File: src/rtl/riscv_pkg.sv
// rtl/riscv_pkg.sv - shared ALU op and forward-select constants for the pipelined core
package riscv_pkg;

    localparam logic [2:0] ALU_ADD = 3'b000;
    localparam logic [2:0] ALU_SUB = 3'b001;
    localparam logic [2:0] ALU_AND = 3'b010;
    localparam logic [2:0] ALU_OR  = 3'b011;
    localparam logic [2:0] ALU_SLT = 3'b101;

    localparam logic [1:0] FWD_RF  = 2'b00;
    localparam logic [1:0] FWD_WB  = 2'b01;
    localparam logic [1:0] FWD_MEM = 2'b10;

endpackage

File: src/rtl/alu.sv
// rtl/alu.sv - combinational ALU: add, sub, and, or, signed slt; unused codes yield 0
module alu
    import riscv_pkg::*;
#(
    parameter int DATA_W = 32
) (
    input  logic [DATA_W-1:0] A,
    input  logic [DATA_W-1:0] B,
    input  logic [2:0]        ALUcontrol,
    output logic [DATA_W-1:0] Result,
    output logic              Zero
);

    always_comb begin
        Result = '0;
        case (ALUcontrol)
            ALU_ADD: Result = A + B;
            ALU_SUB: Result = A - B;
            ALU_AND: Result = A & B;
            ALU_OR:  Result = A | B;
            ALU_SLT: Result = {{(DATA_W-1){1'b0}}, ($signed(A) < $signed(B))};
            default: Result = '0;
        endcase
    end

    assign Zero = (Result == '0);

endmodule

File: src/rtl/execute_stage.sv
// rtl/execute_stage.sv - EX stage: operand forwarding, ALU, branch resolve and EX/MEM register
module execute_stage
    import riscv_pkg::*;
#(
    parameter int DATA_W     = 32,
    parameter int REG_ADDR_W = 5
) (
    input  logic                  clk,
    input  logic                  rst,
    input  logic                  RegWriteE,
    input  logic                  ResultSrcE,
    input  logic                  MemWriteE,
    input  logic                  ALUSrcE,
    input  logic                  BranchE,
    input  logic [2:0]            ALUcontrolE,
    input  logic [DATA_W-1:0]     RD1E,
    input  logic [DATA_W-1:0]     RD2E,
    input  logic [DATA_W-1:0]     ImmExtE,
    input  logic [REG_ADDR_W-1:0] RdE,
    input  logic [DATA_W-1:0]     PCE,
    input  logic [DATA_W-1:0]     PCPlus4E,
    input  logic [1:0]            ForwardAE,
    input  logic [1:0]            ForwardBE,
    input  logic [DATA_W-1:0]     ResultW,
    output logic                  PCSrcE,
    output logic [DATA_W-1:0]     PCTargetE,
    output logic                  RegWriteM,
    output logic                  ResultSrcM,
    output logic                  MemWriteM,
    output logic [REG_ADDR_W-1:0] RdM,
    output logic [DATA_W-1:0]     ALUResultM,
    output logic [DATA_W-1:0]     WriteDataM,
    output logic [DATA_W-1:0]     PCPlus4M
);

    logic [DATA_W-1:0] src_a;
    logic [DATA_W-1:0] fwd_b;
    logic [DATA_W-1:0] src_b;
    logic [DATA_W-1:0] alu_result;
    logic              zero;

    // Select code 2'b11 is unused and falls back to the register file value.
    always_comb begin
        src_a = RD1E;
        case (ForwardAE)
            FWD_WB:  src_a = ResultW;
            FWD_MEM: src_a = ALUResultM;
            default: src_a = RD1E;
        endcase
    end

    always_comb begin
        fwd_b = RD2E;
        case (ForwardBE)
            FWD_WB:  fwd_b = ResultW;
            FWD_MEM: fwd_b = ALUResultM;
            default: fwd_b = RD2E;
        endcase
    end

    assign src_b = ALUSrcE ? ImmExtE : fwd_b;

    alu #(
        .DATA_W(DATA_W)
    ) u_alu (
        .A         (src_a),
        .B         (src_b),
        .ALUcontrol(ALUcontrolE),
        .Result    (alu_result),
        .Zero      (zero)
    );

    // Same-cycle redirect to fetch.
    assign PCSrcE    = BranchE & zero;
    assign PCTargetE = PCE + ImmExtE;

    // Store data is the forwarded rs2, never the immediate.
    always_ff @(posedge clk or posedge rst) begin
        if (rst) begin
            RegWriteM  <= 1'b0;
            ResultSrcM <= 1'b0;
            MemWriteM  <= 1'b0;
            RdM        <= '0;
            ALUResultM <= '0;
            WriteDataM <= '0;
            PCPlus4M   <= '0;
        end else begin
            RegWriteM  <= RegWriteE;
            ResultSrcM <= ResultSrcE;
            MemWriteM  <= MemWriteE;
            RdM        <= RdE;
            ALUResultM <= alu_result;
            WriteDataM <= fwd_b;
            PCPlus4M   <= PCPlus4E;
        end
    end

endmodule
File: config.mk
export PLATFORM = sky130hd
export DESIGN_NAME = execute_stage
export DESIGN_NICKNAME = d
export VERILOG_FILES = /design/src/rtl/riscv_pkg.sv /design/src/rtl/alu.sv /design/src/rtl/execute_stage.sv
export SDC_FILE = /design/constraint.sdc
export NUM_CORES = 1
export LEC_CHECK = 0
export ABC_CLOCK_PERIOD_IN_PS = 16000
export BUFFER_PORTS_ARGS = -buffer_cell sky130_fd_sc_hd__clkbuf_2
export CAP_MARGIN = 20
export CORE_MARGIN = 3
export CORE_UTILIZATION = 35
export CTS_CLUSTER_DIAMETER = 50
export DETAILED_ROUTE_END_ITERATION = 7
export PLACE_DENSITY = 0.67
export SYNTH_ARGS = -nofsm -noshare
export SYNTH_HDL_FRONTEND = slang
export SYNTH_SLANG_ARGS = --single-unit
File: constraint.sdc
create_clock -name clk -period 16 [get_ports clk]
set_clock_uncertainty 0.05 [all_clocks]
set_input_delay 1.6 -clock clk [delete_from_list [all_inputs] [get_ports clk]]
set_output_delay 1.6 -clock clk [all_outputs]
set_load 0.05 [all_outputs]
==> results.sh, run 1 <==
export IMPL_syn_area_per_cell_sq_um=7.69
export IMPL_slew_headroom=0.303
export IMPL_holdBufCountCts=0
export IMPL_area_growth_pct=19.9
export IMPL_syn_instance_count=1469
export IMPL_tritoncts="built"
export IMPL_worstHoldEndpoint="WriteDataM[14]"
export IMPL_swShare=0.507
export IMPL_rsz0062_at_grt="no"
export IMPL_root_buffer="clkbuf_16"
export IMPL_initial_core_util=0.356
export IMPL_viasPerCell=5.77
export IMPL_reg2regPathDepth=16
export IMPL_nFillCells=3251
export IMPL_worstSetupPathType="in -> out"
export IMPL_port_buffers=347
export IMPL_first_pass_iters=8
export IMPL_synth_edf_count=0
export IMPL_setup_total_negative_slack_ps=0
export IMPL_combPwrFrac=0.573
export IMPL_yosysSeqAreaShare=0.230
export IMPL_muxShareOfSynthArea=0.00709
export IMPL_yosys_area_share_simple=0.173
export IMPL_drive_gt1_frac=0.230
export IMPL_final_instance_count_excl_fill=2161
export IMPL_grt_max_degree=86
export IMPL_p_clk_frac=0.190
export IMPL_dp_hpwl_mm=37.0
export IMPL_rows=65
export IMPL_status="complete, but fails checks"
export IMPL_synth_top_area_frac=0.230
export IMPL_final_max_slew_viol_count=0
export IMPL_power_switching_uw=677
export IMPL_powerDensity_nw_per_um2=98.6
export IMPL_finalHoldViolCount=0
export IMPL_yosysWarnings=0
export IMPL_clk_pin_slew_ps=80
export IMPL_synth_fa_ha_area_frac=0.165
export IMPL_dieArea_sq_um=34500
export IMPL_grt_pass1_vias=11900
export IMPL_wl_per_cell_um=21.3
export IMPL_min_from="ALUResultM[14]"
export IMPL_syn_cell_area_sq_um=11300
export IMPL_r2r_start="ALUResultM[0]"
export IMPL_cts_setup_buffers=0
export IMPL_ys_types=94
export IMPL_grt_pass1_wl_mm=68.3
export IMPL_clk_latency_ps=360
export IMPL_coreArea_sq_um=31700
export IMPL_hold_path_class="reg -> reg"
export IMPL_die_height_um=186
export IMPL_dominantRegCellSynth="dfrtp_1"
export IMPL_p_leak_nw=6.86
export IMPL_cts_buffers=9
export IMPL_p_int_uw=659
export IMPL_ant_nets=0
export IMPL_synth_area_leaders="dfrtp_1 23%, ha_1 16%, a21oi_1 5.7%"
export IMPL_die_w_um=186
export IMPL_final_core_util=0.427
export IMPL_nets=2111
export IMPL_final_area_sq_um=13500
export IMPL_worst_pin_slew_ps=1030
export IMPL_dpl_cell_area_sq_um=13200
export IMPL_ios=348
export IMPL_worstReg2RegEnd="ALUResultM[28]"
export IMPL_startpoint_type="input pin"
export IMPL_r2r_slack_ps=11310
export IMPL_fin_crit_sh=0.561
export IMPL_totalWireLength_mm=46.0
export IMPL_grt_ovfl_total=0
export IMPL_violations="DRC"
export IMPL_fmax_ghz=0.111
export IMPL_synth_top_family_by_area="compound AO/OA/AOI/OAI gates"
export IMPL_grt_total_usage=0.253
export IMPL_whs_path_depth=4
export IMPL_end_kind="output pin"
export IMPL_antenna_found_initial=1
export IMPL_period_needed_ps=8980
export IMPL_syn_nets=1827
export IMPL_maxCapViolations=0
export IMPL_synth_compound_area_share=0.304
export IMPL_dpl_cell_count=2143
export IMPL_gp_congestion=1.01
export IMPL_synth_area_leader_cell="dfrtp_1"
export IMPL_ir_worst_vdd_uv=53.6
export IMPL_cts_max_level=3
export IMPL_route_detailed_drc=1
export IMPL_synth_xor_area_frac=0.0333
export IMPL_drt_initial_drc_count=1458
export IMPL_cp_arrival_ps=7330
export IMPL_power_frac_seq=0.236
export IMPL_async_flop_share=1.00
export IMPL_cts_resized=0
export IMPL_clock_sinks=104
export IMPL_clk_path_buf_depth=2
export IMPL_required_ps=14350
export IMPL_setup_viol=0
export IMPL_vias=12500
export IMPL_ys_ff_latch=104
export IMPL_critPathMaxFanout=32
## stage by stage
stage               setup WS (ps)  hold WS [ps]  total power [mW]
finish                       7020           656              1.34
global route                 6740           713              1.41
CTS                          6830           650              1.32
detailed placement           6840           627              1.07
global placement             7100           613              1.06
floorplan                    7780           924             0.862
## routing by layer
layer	share of wire	global-route usage	vias to the layer above
met5	0	0	-
met4	0.028	0.0772	0
met3	0.090	0.0477	81
met2	0.47	0.429	693
met1	0.41	0.326	5874
li1	-	-	5817
## critical path: stages
cell      delay [ps]
clkbuf_2          90
inv_1             50
ha_2             640
a22oi_1          250
nor2_1           150
a21oi_1           60
o21ai_0          640
ha_1             430
inv_1             90
a221oi_1         340
mux2i_1          230
nand3_1          150
nor4b_2          380
and4bb_1         250
or4b_1           440
or3b_1           420
nor4_2           360
nand4_1          180
nor4_2           220
clkbuf_2         330
## worst max-delay path by stage
| stage | cells past startpoint | startpoint | end |
|---|---|---|---|
| CTS | 19 | ForwardBE[0] | PCSrcE |
| finish | 20 | ForwardBE[0] | PCSrcE |
| global route | 22 | ForwardBE[0] | PCSrcE |
| floorplan | 19 | ForwardBE[0] | PCSrcE |
| global placement | 19 | ForwardBE[0] | PCSrcE |
| detailed placement | 19 | ForwardBE[0] | PCSrcE |
## registers in the layout, indices dropped and copies added (netlist names)
name        flops
ALUResultM     32
MemWriteM       1
PCPlus4M       32
RdM             5
RegWriteM       1
ResultSrcM      1
WriteDataM     32
## placed cells by master (no fill, tap or decap), types with 15 or more instances in the layout
cell	n
a211oi_1	15
a21o_1	29
a21oi_1	128
a22oi_1	64
clkbuf_2	347
dfrtp_1	104
ha_1	143
inv_1	148
nand2_1	133
nand2b_1	16
nand3_1	28
nor2_1	117
nor3_1	23
o211ai_1	19
o21a_1	15
o21ai_0	119
xnor2_1	35
## kinds of logic after synthesis
logic type,Yosys count
AO/OA/AOI/OAI,524
AND/OR/NAND/NOR,408
flip-flops,104
adder cells (fa/ha/maj),147
XOR/XNOR,43
multiplexers,8
buffers and inverters,235
## cell usage after synthesis (11+ instances only)
master,n
o21ai_0,119
a21oi_1,128
nand2b_1,16
a21o_1,29
ha_1,144
nand3_1,28
nand2_1,133
a22oi_1,64
a211oi_1,15
nor2_1,117
clkbuf_1,59
nor3_1,23
xnor2_1,35
o22ai_1,13
o21a_1,15
a31oi_1,11
nor2b_1,12
dfrtp_1,104
inv_1,149
o211ai_1,19
o31ai_1,12
o21bai_1,12
## area by class of cell
type	count	area, sq um	share of cell area
multi-input combinational	1130	7710	0.570
tap	402	503	0.0371
clock inverter	7	101	0.00748
sequential	104	2600	0.192
timing repair buffer	357	1820	0.135
inverter	151	569	0.0420
clock buffer	9	225	0.0166
antenna	1	2.50	0.000185
## power groups by stage
stage	logic, mW	registers [mW]	clock network, mW
finish	0.766	0.316	0.254
global route	0.822	0.318	0.270
CTS	0.752	0.315	0.258
detailed placement	0.749	0.320	0
global placement	0.745	0.319	0
floorplan	0.441	0.421	0
Power figures use the tool's default switching activity.
==> inputs of run 2 (changes only) <==
- ABC_CLOCK_PERIOD_IN_PS: 16000 -> 9400
- clock period: 16 -> 9.4 ns (I/O delays scaled with it)
==> run 2 against run 1 <==
- the flow now finishes without violations
- first-iteration DRC count decreased by 5.8%
- worst hold slack lost 140 ps
- core utilization down 0.071 points
- total power is 68% higher
- cell count did not move
- critical path type unchanged
- critical endpoint unchanged
- largest cell class unchanged
- largest power group unchanged
- highest routed layer unchanged
==> results.sh, run 2 (synthesis gave the netlist of run 1 again) <==
export IMPL_final_core_util=0.426
export IMPL_required_ps=8410
export IMPL_setup_total_negative_slack_ps=0
export IMPL_tritoncts="built"
export IMPL_root_buffer="clkbuf_16"
export IMPL_clock_sinks=104
export IMPL_nFillCells=3272
export IMPL_status="complete, no violations"
export IMPL_route_detailed_drc=0
export IMPL_slew_headroom=0.243
export IMPL_hold_worst_slack_ps=511
export IMPL_hold_path_class="in -> async"
export IMPL_final_max_slew_viol_count=0
export IMPL_r2r_start="ALUResultM[0]"
export IMPL_clk_latency_ps=370
export IMPL_clk_path_buf_depth=2
export IMPL_worst_pin_slew_ps=1120
export IMPL_gp_congestion=0.987
export IMPL_vias=12400
export IMPL_critPathMaxFanout=20
export IMPL_grt_ovfl_total=0
export IMPL_cts_max_level=3
export IMPL_drive_gt1_frac=0.230
export IMPL_worstReg2RegEnd="ALUResultM[28]"
export IMPL_end_kind="output pin"
export IMPL_setup_viol=0
export IMPL_die_w_um=186
export IMPL_grt_total_usage=0.252
export IMPL_layout_common_cells="347 x clkbuf_2, 148 x inv_1, 143 x ha_1, 133 x nand2_1, 128 x a21oi_1"
export IMPL_final_seq_area_sq_um=2600
export IMPL_layout_commonest_cell="clkbuf_2"
export IMPL_startpoint_type="input pin"
export IMPL_ir_worst_vdd_uv=99.3
export IMPL_ios=348
export IMPL_clk_pin_slew_ps=80
export IMPL_first_pass_iters=6
export IMPL_dp_hpwl_mm=36.9
export IMPL_rows=65
export IMPL_total_power_mw=2.24
export IMPL_wl_per_cell_um=21.1
export IMPL_grt_pass1_vias=11900
export IMPL_reg2regPathDepth=16
export IMPL_coreArea_sq_um=31700
export IMPL_grt_pass1_wl_mm=68.0
export IMPL_die_height_um=186
export IMPL_cts_resized=0
export IMPL_fin_crit_sh=0.807
export IMPL_powerDensity_nw_per_um2=166
export IMPL_dieArea_sq_um=34500
export IMPL_final_instance_count_excl_fill=2161
export IMPL_cp_arrival_ps=6600
export IMPL_cts_buffers=9
export IMPL_worstSetupPathType="in -> out"
export IMPL_rsz0062_at_grt="no"
export IMPL_fmax_ghz=0.132
export IMPL_viasPerCell=5.76
export IMPL_dpl_cell_count=2143
export IMPL_multi_input_comb_area_sq_um=7710
export IMPL_period_needed_ps=7590
export IMPL_drt_initial_drc_count=1374
export IMPL_cts_setup_buffers=0
export IMPL_initial_core_util=0.356
export IMPL_area_growth_pct=19.7
export IMPL_grt_max_degree=86
export IMPL_ant_nets=0
export IMPL_maxCapViolations=0
export IMPL_finalHoldViolCount=0
export IMPL_antenna_found_initial=0
export IMPL_p_leak_nw=6.85
export IMPL_port_buffers=347
export IMPL_holdBufCountCts=0
export IMPL_nets=2111
export IMPL_reg_top3="ALUResultM (32), PCPlus4M (32), WriteDataM (32)"
export IMPL_totalWireLength_mm=45.5
export IMPL_r2r_slack_ps=4740
==> run 2: cell types whose count changed in the layout (fill, tap and decap cells not counted), sizes merged <==
cell	delta
bufinv	-1
inv	-1
clkinv	+1
clkinvlp	+1
==> run 2: how the worst max path moves through the flow <==
stage | from | end | slack, ps | cells after the start
2_1_floorplan | ForwardBE[0] | PCSrcE | 2500 | 19
3_3_place_gp | ForwardBE[0] | PCSrcE | 1810 | 19
3_5_place_dp | ForwardBE[0] | PCSrcE | 1650 | 19
4_1_cts | ForwardBE[0] | PCSrcE | 1640 | 19
5_1_grt | ForwardBE[1] | PCSrcE | 1480 | 21
6_report | ForwardBE[1] | PCSrcE | 1810 | 21
==> run 2: critical path, stage by stage <==
cell      delay, ps
clkbuf_2         90
inv_1            50
ha_1            720
a22oi_1         160
nor2_1          120
a21oi_1          60
o21ai_0         480
ha_1            260
inv_1            60
fa_1            450
a221oi_1        370
mux2i_1         220
nand3_1         140
nor4b_2         320
and4bb_1        210
or4b_1          410
or3b_1          440
nor4_2          340
nand4_1         160
nor4_2          210
clkbuf_2        330
==> run 2: per-layer routing <==
metal  share of wire  vias to the layer above  track usage
met5               0                        -            0
met4           0.032                        0       0.0929
met3           0.085                       90       0.0444
met2            0.47                      648        0.423
met1            0.41                     5894        0.325
li1                -                     5817            -
==> run 2: layout make-up <==
type	count	share of cell area
Multi-Input combinational cell	1130	0.571
Sequential cell	104	0.192
Timing Repair Buffer	357	0.135
Inverter	151	0.0421
Tap cell	402	0.0372
Clock buffer	9	0.0167
Clock inverter	7	0.00583
Antenna cell	1	0.000185
==> run 2: where the power goes <==
part           switching, mW  total (mW)  internal [mW]
sequential            0.0401       0.538          0.498
combinational          0.916        1.30          0.385
clock                  0.194       0.404          0.210
total                   1.15        2.24           1.09
==> run 2: stage by stage <==
step	setup WS [ps]	area (sq um)
floorplan	2500	11300
global placement	1810	13200
detailed placement	1650	13200
CTS	1640	13500
global route	1480	13500
finish	1810	13500
==> inputs of run 3 (changes only) <==
- ABC_CLOCK_PERIOD_IN_PS: 9400 -> 6620
- PLACE_DENSITY: 0.67 -> 0.69
- clock period: 9.4 -> 6.62 ns (I/O delays scaled with it)
==> run 3 against run 2 <==
- cell count rose by 2.2%
- sequential cell count did not move
- worst hold slack got worse by 260 ps
- register-to-register slack got worse by 2600 ps
- critical path type unchanged
- largest cell class unchanged
- critical path depth rose by 2
- core utilization rose by 1.5 points
==> results.sh, run 3 (synthesis gave the netlist of run 1 again) <==
export IMPL_status="complete, no violations"
export IMPL_rsz0062_at_grt="no"
export IMPL_die_w_um=186
export IMPL_p_int_mw=1.61
export IMPL_drt_initial_drc_count=1238
export IMPL_slew_headroom=0.381
export IMPL_totalWireLength_mm=46.9
export IMPL_worst_pin_slew_ps=929
export IMPL_clk_path_buf_depth=2
export IMPL_fin_crit_sh=0.962
export IMPL_finalHoldViolCount=0
export IMPL_grtUsageMet2=0.434
export IMPL_cts_buffers=9
export IMPL_top_usage_layer="met2"
export IMPL_drive_gt1_frac=0.257
export IMPL_dp_hpwl_mm=38.3
export IMPL_grt_max_degree=70
export IMPL_viasPerCell=5.66
export IMPL_gp_congestion=1.02
export IMPL_grt_total_usage=0.256
export IMPL_powerDensity_nw_per_um2=234
export IMPL_combPwrFrac=0.590
export IMPL_first_pass_iters=6
export IMPL_maxCapViolations=0
export IMPL_p_clk_frac=0.176
export IMPL_clk_pin_slew_ps=80
export IMPL_coreArea_sq_um=31700
export IMPL_setup_total_negative_slack_ps=0
export IMPL_grt_pass1_vias=11700
export IMPL_final_core_util=0.441
export IMPL_startpoint_type="input pin"
export IMPL_swShare=0.506
export IMPL_period_needed_ps=6370
export IMPL_ir_worst_vdd_uv=137
export IMPL_layout_common_cells="346 x clkbuf_2, 148 x inv_1, 135 x ha_1, 133 x nand2_1, 128 x a21oi_1"
export IMPL_hold_path_class="in -> async"
export IMPL_rows=65
export IMPL_tritoncts="built"
export IMPL_port_buffers=347
export IMPL_critPathMaxFanout=19
export IMPL_route_detailed_drc=0
export IMPL_nets=2157
export IMPL_ios=348
export IMPL_dieArea_sq_um=34500
export IMPL_initial_core_util=0.356
export IMPL_cts_max_level=3
export IMPL_grt_pass1_wl_mm=68.7
export IMPL_root_buffer="clkbuf_16"
export IMPL_reg_top3="ALUResultM (32), PCPlus4M (32), WriteDataM (32)"
export IMPL_required_ps=5910
export IMPL_layout_commonest_cell="clkbuf_2"
export IMPL_ant_nets=0
export IMPL_reg2regPathDepth=18
export IMPL_grt_ovfl_total=0
export IMPL_p_leak_nw=7.08
export IMPL_fmax_ghz=0.157
export IMPL_holdBufCountCts=0
export IMPL_worstSetupPathType="in -> out"
export IMPL_final_max_slew_viol_count=0
export IMPL_end_kind="output pin"
export IMPL_clock_sinks=104
export IMPL_power_switching_mw=1.65
export IMPL_cp_arrival_ps=5660
export IMPL_use_met3=0.0422
export IMPL_grt_use_met1=0.338
export IMPL_area_growth_pct=23.8
export IMPL_antenna_found_initial=2
export IMPL_power_frac_seq=0.234
export IMPL_wl_per_cell_um=21.2
export IMPL_nFillCells=3197
export IMPL_setup_viol=0
export IMPL_vias=12500
export IMPL_clk_latency_ps=370
export IMPL_die_height_um=186
## run 3: cell types whose count changed in the layout (fill, tap and decap cells not counted), sizes merged
cell / change
clkbuf: +1
buf: +46
diode: +1
clkinv: -1
## run 3: area by class of cell
cell class                      instances  area [sq um]  area share
Inverter                              151           569      0.0407
Timing Repair Buffer                  403          2210       0.158
Antenna cell                            2          5.00    0.000358
Clock buffer                           10           229      0.0164
Tap cell                              402           503      0.0360
Clock inverter                          6          76.3     0.00546
Multi-Input combinational cell       1130          7790       0.557
Sequential cell                       104          2600       0.186
## run 3: timing repair
action | 4_1_cts | 5_1_grt
buffers inserted | 0 | 3
endpoints found under the setup margin | 1 | 1
pin swaps | 0 | 4
gates resized for setup | 2 | 26
gates cloned | 0 | 1
## run 3: final timing paths
check	startpoint	end	slack, ps
worst max-delay path	ForwardBE[0]	PCSrcE	250
max in group asynchronous	rst	ALUResultM[31]	4950
worst max register to register	ALUResultM[0]	ALUResultM[28]	2140
min in group clk	PCPlus4E[13]	PCPlus4M[13]	350
worst min-delay path	rst	PCPlus4M[26]	250
worst min register to register	ALUResultM[13]	WriteDataM[13]	630
## run 3: per-stage QoR
| stage | hold WS [ps] | setup slack, ps | total power [mW] | cells | area, sq um |
|---|---|---|---|---|---|
| 2_1_floorplan | 643 | 273 | 2.08 | 1469 | 11300 |
| 3_3_place_gp | 607 | -10.9 | 2.63 | 2186 | 13500 |
| 3_5_place_dp | 620 | -28.4 | 2.64 | 2186 | 13500 |
| 4_1_cts | 263 | 0.923 | 3.23 | 2202 | 13800 |
| 5_1_grt | 283 | 11.1 | 3.45 | 2208 | 14000 |
| 6_report | 250 | 249 | 3.27 | 2208 | 14000 |
## run 3: worst max-delay path, stage by stage
cell and delay, ps:
clkbuf_2 100, inv_1 90, ha_4 140, buf_4 170, buf_4 280, a22oi_1 140
nor2_1 100, a21oi_1 60, o21ai_1 280, ha_1 300, buf_4 180, a21o_1 190
a311o_1 370, a21boi_2 290, o211ai_1 230, and3_1 240, or3_1 310, a32oi_1 260
o211ai_1 250, nor4_4 250, nand4_1 250, nor4_4 340, buf_12 180
## run 3: per-layer routing
metal	share of wire	vias to the layer above
li1	-	5890
met1	0.42	5949
met2	0.47	593
met3	0.081	70
met4	0.025	0
met5	0	-
## run 3: power groups by stage
| stage | Clock, mW | Sequential [mW] | Combinational [mW] |
|---|---|---|---|
| 6_report | 0.575 | 0.764 | 1.93 |
| 2_1_floorplan | 0 | 1.02 | 1.07 |
| 5_1_grt | 0.610 | 0.769 | 2.07 |
| 3_3_place_gp | 0 | 0.775 | 1.86 |
| 3_5_place_dp | 0 | 0.775 | 1.87 |
| 4_1_cts | 0.585 | 0.762 | 1.88 |
